<file path="src/rtl/dlsc_pcie_s6_outbound_read_alloc.sv">
`default_nettype none
// ============================================================================
// Module   : dlsc_pcie_s6_outbound_read_alloc
// Purpose  : holds split read TLP headers until a tag and completion-buffer
//            space are free, stamps the tag, and releases both on completion.
// Revision : 1.0
// ============================================================================
module dlsc_pcie_s6_outbound_read_alloc #(
   parameter ADDR       = 32,
   parameter TAG        = 3,
   parameter CPL_BUF_DW = 512
) (
   input  logic             clk,
   input  logic             rst,
   input  logic             enable,
   output logic             cmd_ready,
   input  logic             cmd_valid,
   input  logic [ADDR-1:2]  cmd_addr,
   input  logic [9:0]       cmd_len,
   input  logic             tlp_h_ready,
   output logic             tlp_h_valid,
   output logic [ADDR-1:2]  tlp_h_addr,
   output logic [9:0]       tlp_h_len,
   output logic [TAG-1:0]   tlp_h_tag,
   input  logic             cpl_done_valid,
   input  logic [TAG-1:0]   cpl_done_tag,
   input  logic [TAG-1:0]   cpl_lookup_tag,
   output logic [9:0]       cpl_lookup_len,
   output logic [TAG:0]     outstanding,
   output logic [12:0]      free_dw,
   output logic             idle,
   output logic             cpl_err
);

   localparam int TAGS = 1 << TAG;
   localparam logic [TAGS-1:0] c_one_hot = {{(TAGS-1){1'b0}}, 1'b1};

   typedef enum logic [1:0] {
      ST_IDLE  = 2'd0,
      ST_HOLD  = 2'd1,
      ST_ISSUE = 2'd2
   } state_t;

   state_t            r_state;
   state_t            w_state_next;

   logic [ADDR-1:2]   r_addr;
   logic [9:0]        r_len;
   logic [TAG-1:0]    r_tag;
   logic [TAGS-1:0]   r_busy;
   logic [TAG:0]      r_outstanding;
   logic [12:0]       r_free_dw;
   logic              r_cpl_err;
   logic [9:0]        r_len_mem [TAGS];

   logic [10:0]       w_len_dw;
   logic              w_res_ok;
   logic [TAG-1:0]    w_sel;
   logic              w_rel;
   logic [9:0]        w_rel_raw;
   logic [10:0]       w_rel_dw;
   logic [12:0]       w_res_amt;
   logic [12:0]       w_rel_amt;
   logic [TAGS-1:0]   w_rel_mask;
   logic [TAGS-1:0]   w_alloc_mask;

   always_ff @(posedge clk or posedge rst) begin
      if (rst) r_state <= ST_IDLE;
      else     r_state <= w_state_next;
   end

   always_comb begin
      w_state_next = r_state;
      cmd_ready    = 1'b0;
      case (r_state)
         ST_IDLE: begin
            cmd_ready = enable & ~rst;
            if (cmd_ready && cmd_valid) w_state_next = ST_HOLD;
         end
         ST_HOLD: begin
            if (w_res_ok) w_state_next = ST_ISSUE;
         end
         ST_ISSUE: begin
            if (tlp_h_ready) w_state_next = ST_IDLE;
         end
         default: w_state_next = ST_IDLE;
      endcase
   end

   // Allocation decisions use only registered state, so a tag/space freed this
   // cycle becomes visible to the held command on the next cycle.
   assign w_len_dw = (r_len == 10'd0) ? 11'd1024 : {1'b0, r_len};
   assign w_res_ok = (r_state == ST_HOLD) && (~r_busy != '0) &&
                     ({2'b00, w_len_dw} <= r_free_dw);

   always_comb begin
      w_sel = '0;
      for (int i = TAGS-1; i >= 0; i--) begin
         if (!r_busy[i]) w_sel = TAG'(i);
      end
   end

   assign w_rel     = cpl_done_valid && r_busy[cpl_done_tag];
   assign w_rel_raw = r_len_mem[cpl_done_tag];
   assign w_rel_dw  = (w_rel_raw == 10'd0) ? 11'd1024 : {1'b0, w_rel_raw};

   assign w_res_amt    = w_res_ok ? {2'b00, w_len_dw} : 13'd0;
   assign w_rel_amt    = w_rel    ? {2'b00, w_rel_dw} : 13'd0;
   assign w_rel_mask   = w_rel    ? (c_one_hot << cpl_done_tag) : '0;
   assign w_alloc_mask = w_res_ok ? (c_one_hot << w_sel) : '0;

   always_ff @(posedge clk or posedge rst) begin
      if (rst) begin
         r_busy        <= '0;
         r_outstanding <= '0;
         r_free_dw     <= 13'(CPL_BUF_DW);
         r_cpl_err     <= 1'b0;
      end else begin
         r_busy        <= (r_busy & ~w_rel_mask) | w_alloc_mask;
         r_outstanding <= r_outstanding + {{TAG{1'b0}}, w_res_ok}
                                         - {{TAG{1'b0}}, w_rel};
         r_free_dw     <= r_free_dw - w_res_amt + w_rel_amt;
         r_cpl_err     <= cpl_done_valid && !r_busy[cpl_done_tag];
      end
   end

   always_ff @(posedge clk) begin
      if (cmd_ready && cmd_valid) begin
         r_addr <= cmd_addr;
         r_len  <= cmd_len;
      end
      if (w_res_ok) begin
         r_tag            <= w_sel;
         r_len_mem[w_sel] <= r_len;
      end
   end

   assign tlp_h_valid    = (r_state == ST_ISSUE);
   assign tlp_h_addr     = r_addr;
   assign tlp_h_len      = r_len;
   assign tlp_h_tag      = r_tag;
   assign cpl_lookup_len = r_len_mem[cpl_lookup_tag];
   assign outstanding    = r_outstanding;
   assign free_dw        = r_free_dw;
   assign idle           = (r_busy == '0) && (r_state == ST_IDLE);
   assign cpl_err        = r_cpl_err;

endmodule
`default_nettype wire

</file>
<file path="config.mk">
export PLATFORM = sky130hd
export DESIGN_NAME = dlsc_pcie_s6_outbound_read_alloc
export DESIGN_NICKNAME = d
export VERILOG_FILES = /design/src/rtl/dlsc_pcie_s6_outbound_read_alloc.sv
export SDC_FILE = /design/constraint.sdc
export NUM_CORES = 1
export LEC_CHECK = 0
export BUFFER_PORTS_ARGS = -buffer_cell sky130_fd_sc_hd__buf_4
export CAP_MARGIN = 20
export CORE_MARGIN = 2
export CORE_UTILIZATION = 48
export DETAILED_ROUTE_END_ITERATION = 10
export PLACE_DENSITY = 0.74
export SLEW_MARGIN = 20
export SYNTH_ARGS = -nofsm -noshare
export SYNTH_HDL_FRONTEND = slang
export SYNTH_SLANG_ARGS = --single-unit
</file>
<file path="constraint.sdc">
create_clock -name clk -period 7.5 [get_ports clk]
set_input_delay 1.125 -clock clk [delete_from_list [all_inputs] [get_ports clk]]
set_output_delay 1.125 -clock clk [all_outputs]
set_load 0.02 [all_outputs]
</file>
==> results of run 1 <==
==> cells in the final DEF, fill, tap and decap left out, drive strengths merged, types with 2 or more instances in the layout <==
master / count
buf: 131
edfxtp: 123
inv: 59
mux4: 40
ha: 29
dfrtp: 27
nand2: 25
o21ai: 24
mux2: 21
nor2: 18
clkbuf: 17
a21oi: 13
and2: 13
xnor2: 12
fa: 12
nand2b: 7
nor4: 7
nor3: 5
o31ai: 5
mux2i: 4
or4: 4
nor2b: 4
a21o: 4
o21bai: 4
nand3: 3
a21boi: 3
nor4b: 3
clkinv: 3
and3: 2
nand4: 2
a211oi: 2
nor3b: 2
a31oi: 2
bufinv: 2
clkinvlp: 2
o41ai: 2
==> cells in the mapped netlist, types with 3 or more instances <==
library cell	instances
o21ai_0	23
or4_1	4
and2_1	13
nand3_1	3
mux4_2	26
a21oi_1	13
o31ai_1	5
dfrtp_1	27
edfxtp_1	123
xnor2_1	12
fa_1	12
o21bai_1	4
nand2_1	25
mux4_1	14
nor4_2	3
nor2b_1	4
nor2_1	18
nor3_1	5
clkbuf_1	13
ha_1	29
inv_1	51
nor4_1	4
a21o_1	4
mux2_2	21
a21boi_0	3
buf_2	6
mux2i_1	4
nand2b_1	7
==> metrics by stage <==
stage / setup WS [ns] / area [um^2] / hold slack [ns]
6_report: 1.955 / 9358 / 0.5178
5_1_grt: 1.550 / 9358 / 0.5270
4_1_cts: 1.583 / 9349 / 0.5231
3_5_place_dp: 1.658 / 8738 / 0.5084
3_3_place_gp: 1.886 / 8716 / 0.5032
2_1_floorplan: 2.898 / 7600 / 0.5281
==> final cells by class <==
cell class | count | area, um^2
clock buffers | 17 | 425.4
clock inverters | 15 | 185.2
multi-input cells | 282 | 2905
repair buffers | 131 | 991.0
flip-flops and latches | 151 | 4395
well taps | 211 | 264.0
fillers | 1183 | 5957
inverters | 51 | 191.4
==> routing by layer <==
layer | vias up | GRT usage, % | part of all wire (%)
li1 | 2171 | - | -
met1 | 2429 | 28.16 | 40
met2 | 251 | 35.57 | 50
met3 | 19 | 5.986 | 8.0
met4 | 0 | 7.274 | 1.6
met5 | - | 0 | 0
==> cells by family (layout without fill, tap and decap cells) <==
kind of cell,after synthesis,after routing,share of synthesized area [%]
flops,151,151,57.84
simple gates,100,100,7.343
buf+inv,74,214,4.067
mux,65,65,16.18
compound gates,64,64,5.252
fa+ha+maj,41,41,7.935
xor+xnor,12,12,1.383
==> power breakdown <==
part           total (uW)  internal [uW]  switching (uW)
Clock                 873            505             368
Sequential           1170           1070            94.8
Combinational        1460            649             812
==> flip-flops by register name (all words and copies together), names as in the netlist <==
signal and flops:
tlp_h_tag 3, free_dw 13, r_len_mem 80, tlp_h_len 10
outstanding 4, tlp_h_addr 30, cpl_err 1, r_state 2
r_busy 8
==> worst max-delay path: stages, from the launching register on <==
cell	delay (ns)
edfxtp_1	0.55
or4_1	0.57
nor4_1	0.34
ha_1	0.20
nand4_1	0.16
o41ai_1	0.43
a22oi_1	0.25
a21oi_2	0.59
and2_1	0.24
fa_1	0.47
inv_1	0.08
ha_1	0.24
a211oi_1	0.32
o21ai_0	0.17
a31oi_1	0.33
nor2_1	0.10
a221oi_1	0.29
xnor2_1	0.15
==> how the worst min path moves through the flow <==
stage,start,end,cells after the start
CTS,outstanding[0],outstanding[0],1
finish,outstanding[0],outstanding[0],1
floorplan,r_busy[6],r_busy[6],2
detailed placement,outstanding[0],outstanding[0],1
global placement,outstanding[0],outstanding[0],1
global route,outstanding[0],outstanding[0],1
==> qor.csv, run 1 <==
stage,metric,value,unit
timing,Final Cycle Share,73.94,%
global_routing,first-pass GRT wire length,26.83,mm
logic_synthesis,Cells after Synth,507,
logic_synthesis,dominant cell type by area after synthesis,edfxtp_1,
logic_synthesis,syn_area_per_cell,14.99,um^2
clock_network,Clock Tree Buf Depth,2,
logic_synthesis,Synth top area share,48.60,%
timing,post-route setup TNS,0,ns
detailed_routing,wire per inst,19.94,um
final_layout,Finished Core Util,61.10,%
setup_path,reg-to-reg setup timing slack,1.95,ns
timing,Worst-Margin Slew,1.065,ns
power_and_ir_drop,Total Power,3501,uW
clock_network,post-cts sizing count,0,
logic_synthesis,Synth cell types,52,
clock_network,CTS tree,built,
logic_synthesis,"FF+latch count, synth",151,
setup_path,R2R cell count,17,
clock_network,postcts setup bufs,0,
detailed_routing,Via density,5.676,
floorplan,Site Rows,45,
clock_network,H-tree depth,4,
placement,post-DP HPWL,12.18,mm
setup_path,CP Class,reg -> reg,
detailed_routing,final WL,17.11,mm
logic_synthesis,post-synth net total,600,
status,status,finished clean,
floorplan,area of the core,0.01531,mm^2
timing,Tmin final,5.545,ns
timing,final worst clock skew,0.007428,ns
clock_network,TritonCTS Buffers,17,
clock_network,"Clk Latency, worst-skew pair",0.43,ns
placement,dpl cells,826,
clock_network,TritonCTS sink count,151,
logic_synthesis,"EDFF count, synth",123,
global_routing,initial antenna violation count,0,
detailed_routing,DRC violations left,0,
logic_synthesis,Post-synth ARST share,18.54,%
setup_path,CP Data Arrival Time,5.90,ns
timing,unrepaired setup endpoints after global routing,no,
logic_synthesis,"Primary FF master, synth",edfxtp_1,
clock_network,hold_buf cts,0,
setup_path,RR Startpoint,tlp_h_len[4],
setup_path,CP startpoint kind,flop,
placement,RePlAce Congestion,0.8688,
global_routing,GRT Total Usage,21.66,%
floorplan,die width,129.8,um
final_layout,Nets,727,
logic_synthesis,yosys warns,0,
final_layout,Post-Layout Cell Count,858,
setup_path,Worst Path Required,7.85,ns
clock_network,Clock Pin Slew Worst Setup and Hold Paths,0.06,ns
setup_path,Crit Path Max Fanout,17,
setup_path,CP endpoint kind,flop,
setup_path,worst setup path endpoint,free_dw[11],
setup_path,Critical R2R Capture,free_dw[11],
timing,Final Max Tran Viols,0,
flow_run,maxcap violations,0,
floorplan,I/O Pins,126,
clock_network,CTS root buf,clkbuf_16,
logic_synthesis,Synth Cell Area,0.007600,mm^2
timing,Achievable Freq,180.3,MHz
power_and_ir_drop,VDD IR max,226.2,uV
floorplan,Die ar.,0.01686,mm^2
final_layout,share of cells above drive strength 1,34.16,%
power_and_ir_drop,P_leak,0.003682,uW
final_layout,Syn-to-layout area delta,23.13,%
timing,endpoints failing setup,0,
logic_synthesis,sequential area share after synthesis,57.84,%
global_routing,number of global-route vias before repair,5010,
timing,final hold violations,0,
final_layout,ant diodes,0,
global_routing,largest net degree at the start of global routing,42,
timing,worst rel slew slack,29.01,%
floorplan,Die Y-Extent,129.8,um
placement,Buffers on Ports,125,
detailed_routing,DR pass1 iterations,5,
global_routing,grt total ovfl,0,
logic_synthesis,top post-synthesis cells by area,"edfxtp_1 (49%), dfrtp_1 (8.9%), mux4_2 (7.7%), mux4_1 (4.8%), ha_1 (4.8%)",
power_and_ir_drop,PwrDens,374.1,mW/mm^2
min_path,HP Class,reg -> reg,
floorplan,Initial Util,49.62,%
detailed_routing,DR vias,4870,
detailed_routing,Detail Route Antenna Nets,0,
detailed_routing,drt initial violations,430,
setup_path,crit path launch,tlp_h_len[4],
No activity file was read; power rests on OpenSTA's default activity.
==> run 2, diff against run 1 <==
==> constraint.sdc (replaced) <==
create_clock -name clk -period 5.3 [get_ports clk]
set_input_delay 0.795 -clock clk [delete_from_list [all_inputs] [get_ports clk]]
set_output_delay 0.795 -clock clk [all_outputs]
set_load 0.02 [all_outputs]
==> qor.csv, run 2 (same netlist as run 1, synthesis figures left out) <==
stage,metric,value,unit,change
power_and_ir_drop,VDD IR max,286.1,uV,+26%
timing,Final Cycle Share,92.40,%,+18 points
detailed_routing,Via density,5.634,,-0.74%
setup_path,CP Data Arrival Time,5.25,ns,-0.65 ns
detailed_routing,wire per inst,19.85,um,-0.43%
clock_network,TritonCTS Buffers,17,,unchanged
global_routing,GRT Total Usage,21.67,%,about the same
power_and_ir_drop,P_int,3161,uW,+42%
global_routing,initial antenna violation count,0,,unchanged
global_routing,grt total ovfl,0,,unchanged
setup_path,CP max stage cell,fa_1,,
final_layout,Post-Layout Cell Count,871,,+1.5%
setup_path,critical path cell sequence,or4_1 -> nor4_1 -> ha_1 -> nand4_1 -> nor3_1 -> o31ai_1 -> a22oi_2 -> a21oi_2 -> and2_1 -> fa_1 -> inv_1 -> ha_1 -> a211oi_1 -> o21ai_0 -> a31oi_2 -> nor2_1 -> a221oi_1 -> xnor2_1,,
placement,dpl cells,839,,+1.6%
power_and_ir_drop,P_leak,0.003761,uW,+2.1%
setup_path,CP startpoint kind,flop,,
placement,Buffers on Ports,125,,unchanged
floorplan,Die ar.,0.01686,mm^2,unchanged
placement,post-DP HPWL,12.33,mm,+1.2%
timing,final hold violations,0,,unchanged
clock_network,H-tree depth,4,,unchanged
min_path,HP Class,in -> async,,
floorplan,Initial Util,49.62,%,unchanged
final_layout,FILL cells,1149,,-2.9%
final_layout,Finished Core Util,61.96,%,+0.86 points
global_routing,largest net degree at the start of global routing,42,,unchanged
clock_network,TritonCTS sink count,151,,unchanged
floorplan,Die Y-Extent,129.8,um,unchanged
timing,Achievable Freq,204.2,MHz,+13%
power_and_ir_drop,PwrDens,530.2,mW/mm^2,+42%
final_layout,Nets,740,,+1.8%
clock_network,CTS tree,built,,
placement,RePlAce Congestion,0.8698,,+0.12%
final_layout,FF/Latch Area,0.004395,mm^2,unchanged
status,status,finished clean,,
setup_path,CP Class,reg -> reg,,
final_layout,share of cells above drive strength 1,35.76,%,+1.6 points
clock_network,"Clk Latency, worst-skew pair",0.42,ns,about the same
clock_network,hold_buf cts,0,,unchanged
final_layout,Multi-input gate area,0.002934,mm^2,+0.99%
setup_path,delay of the slowest cell on the worst path,0.56,ns,-0.03 ns
timing,final worst clock skew,0.007550,ns,+0.0001226 ns
setup_path,Worst Path Required,5.65,ns,-2.20 ns
clock_network,Clock Tree Buf Depth,2,,unchanged
timing,endpoints failing setup,0,,unchanged
final_layout,Reg with most FFs,r_len_mem,,
timing,Worst-Margin Slew,0.9422,ns,-0.1226 ns
timing,Tmin final,4.897,ns,-0.6477 ns
floorplan,die width,129.8,um,unchanged
power_and_ir_drop,P_sw,1870,uW,+47%
final_layout,max reg flops,80,,unchanged
global_routing,first-pass GRT wire length,27.18,mm,+1.3%
timing,post-route setup TNS,0,ns,unchanged
power_and_ir_drop,Total Power,5031,uW,+44%
setup_path,Worst path most repeated cell,ha_1,,
clock_network,Clock Pin Slew Worst Setup and Hold Paths,0.07,ns,about the same
power_and_ir_drop,Seq pwr share,32.6,%,-0.7 points
setup_path,CP endpoint kind,flop,,
detailed_routing,DRC violations left,0,,unchanged
detailed_routing,DR pass1 iterations,6,,+1
setup_path,Crit Path Max Fanout,5,,-12
detailed_routing,Detail Route Antenna Nets,0,,unchanged
timing,worst rel slew slack,37.18,%,+8.2 points
detailed_routing,final WL,17.29,mm,+1.1%
power_and_ir_drop,clock network power share,24.5,%,-0.4 points
detailed_routing,DR vias,4907,,+0.76%
power_and_ir_drop,Comb pwr share,42.9,%,+1.1 points
power_and_ir_drop,switch share,37.17,%,+0.74 points
final_layout,Syn-to-layout area delta,24.86,%,
clock_network,postcts setup bufs,0,,unchanged
final_layout,ant diodes,0,,unchanged
floorplan,I/O Pins,126,,unchanged
timing,Final Max Tran Viols,0,,unchanged
detailed_routing,drt initial violations,504,,+17%
timing,unrepaired setup endpoints after global routing,no,,
final_layout,"commonest non-fill, non-tap cell in the layout",buf_4,,
floorplan,Site Rows,45,,unchanged
clock_network,CTS root buf,clkbuf_16,,
global_routing,number of global-route vias before repair,4953,,-1.1%
flow_run,maxcap violations,0,,unchanged
final_layout,most frequent cells in the layout,"buf_4 (144), edfxtp_1 (123), inv_1 (50)",,
floorplan,area of the core,0.01531,mm^2,unchanged
[run 2: metal layers]
metal / share of wire [%] / routed length, um / track usage [%] / vias up
li1: - / - / - / 2211
met1: 40 / 6838 / 28.69 / 2433
met2: 51 / 8866 / 36.56 / 243
met3: 8.3 / 1441 / 5.289 / 20
met4: 0.82 / 142 / 5.187 / 0
met5: 0 / 0 / 0 / -
[run 2: critical path, delay by kind of cell, from the launching register on]
family | cells | cell delay, ns
flops | 1 | 0.39
xor+xnor | 1 | 0.15
buf+inv | 1 | 0.06
simple gates | 6 | 1.51
compound gates | 7 | 1.64
fa+ha+maj | 3 | 1.06
[run 2: worst paths after layout]
path | from | endpoint | slack [ns] | cells past startpoint
setup / recovery | tlp_h_len[4] | free_dw[11] | 0.40 | 18
hold / removal | rst | r_state[1] | 0.46 | 2
setup reg to reg | tlp_h_len[4] | free_dw[11] | 0.40 | 18
hold reg to reg | outstanding[0] | outstanding[0] | 0.52 | 1
max in group asynchronous | rst | cpl_err | 4.45 | 2
min in group clk | outstanding[0] | outstanding[0] | 0.52 | 1
[run 2: repair_timing]
item	CTS	global route
hold endpoints to repair	0	0
resized for setup	0	6
setup endpoints to repair	0	4
[run 2: power by group through the flow]
stage / clock network [uW] / logic [uW] / registers (uW)
floorplan: 0 / 1400 / 1750
global placement: 0 / 2050 / 1650
detailed placement: 0 / 2100 / 1660
CTS: 1250 / 2110 / 1640
global route: 1300 / 2420 / 1660
finish: 1230 / 2160 / 1640
[run 2: stage by stage]
stage | setup WS [ns] | hold WS [ns] | instance area, um^2
6_report | 0.4026 | 0.4577 | 9489
5_1_grt | 0.02086 | 0.5104 | 9489
4_1_cts | 0.2503 | 0.5264 | 9452
3_5_place_dp | 0.3044 | 0.5177 | 8828
3_3_place_gp | 0.5856 | 0.5017 | 8828
2_1_floorplan | 0.6977 | 0.5281 | 7600
[run 2: layout make-up]
cell class,instances,area share (%)
clock buffers,17,4.483
clock inverters,15,2.083
inverters,51,2.017
multi-input cells,282,30.92
flip-flops and latches,151,46.32
well taps,211,2.782
repair buffers,144,11.39
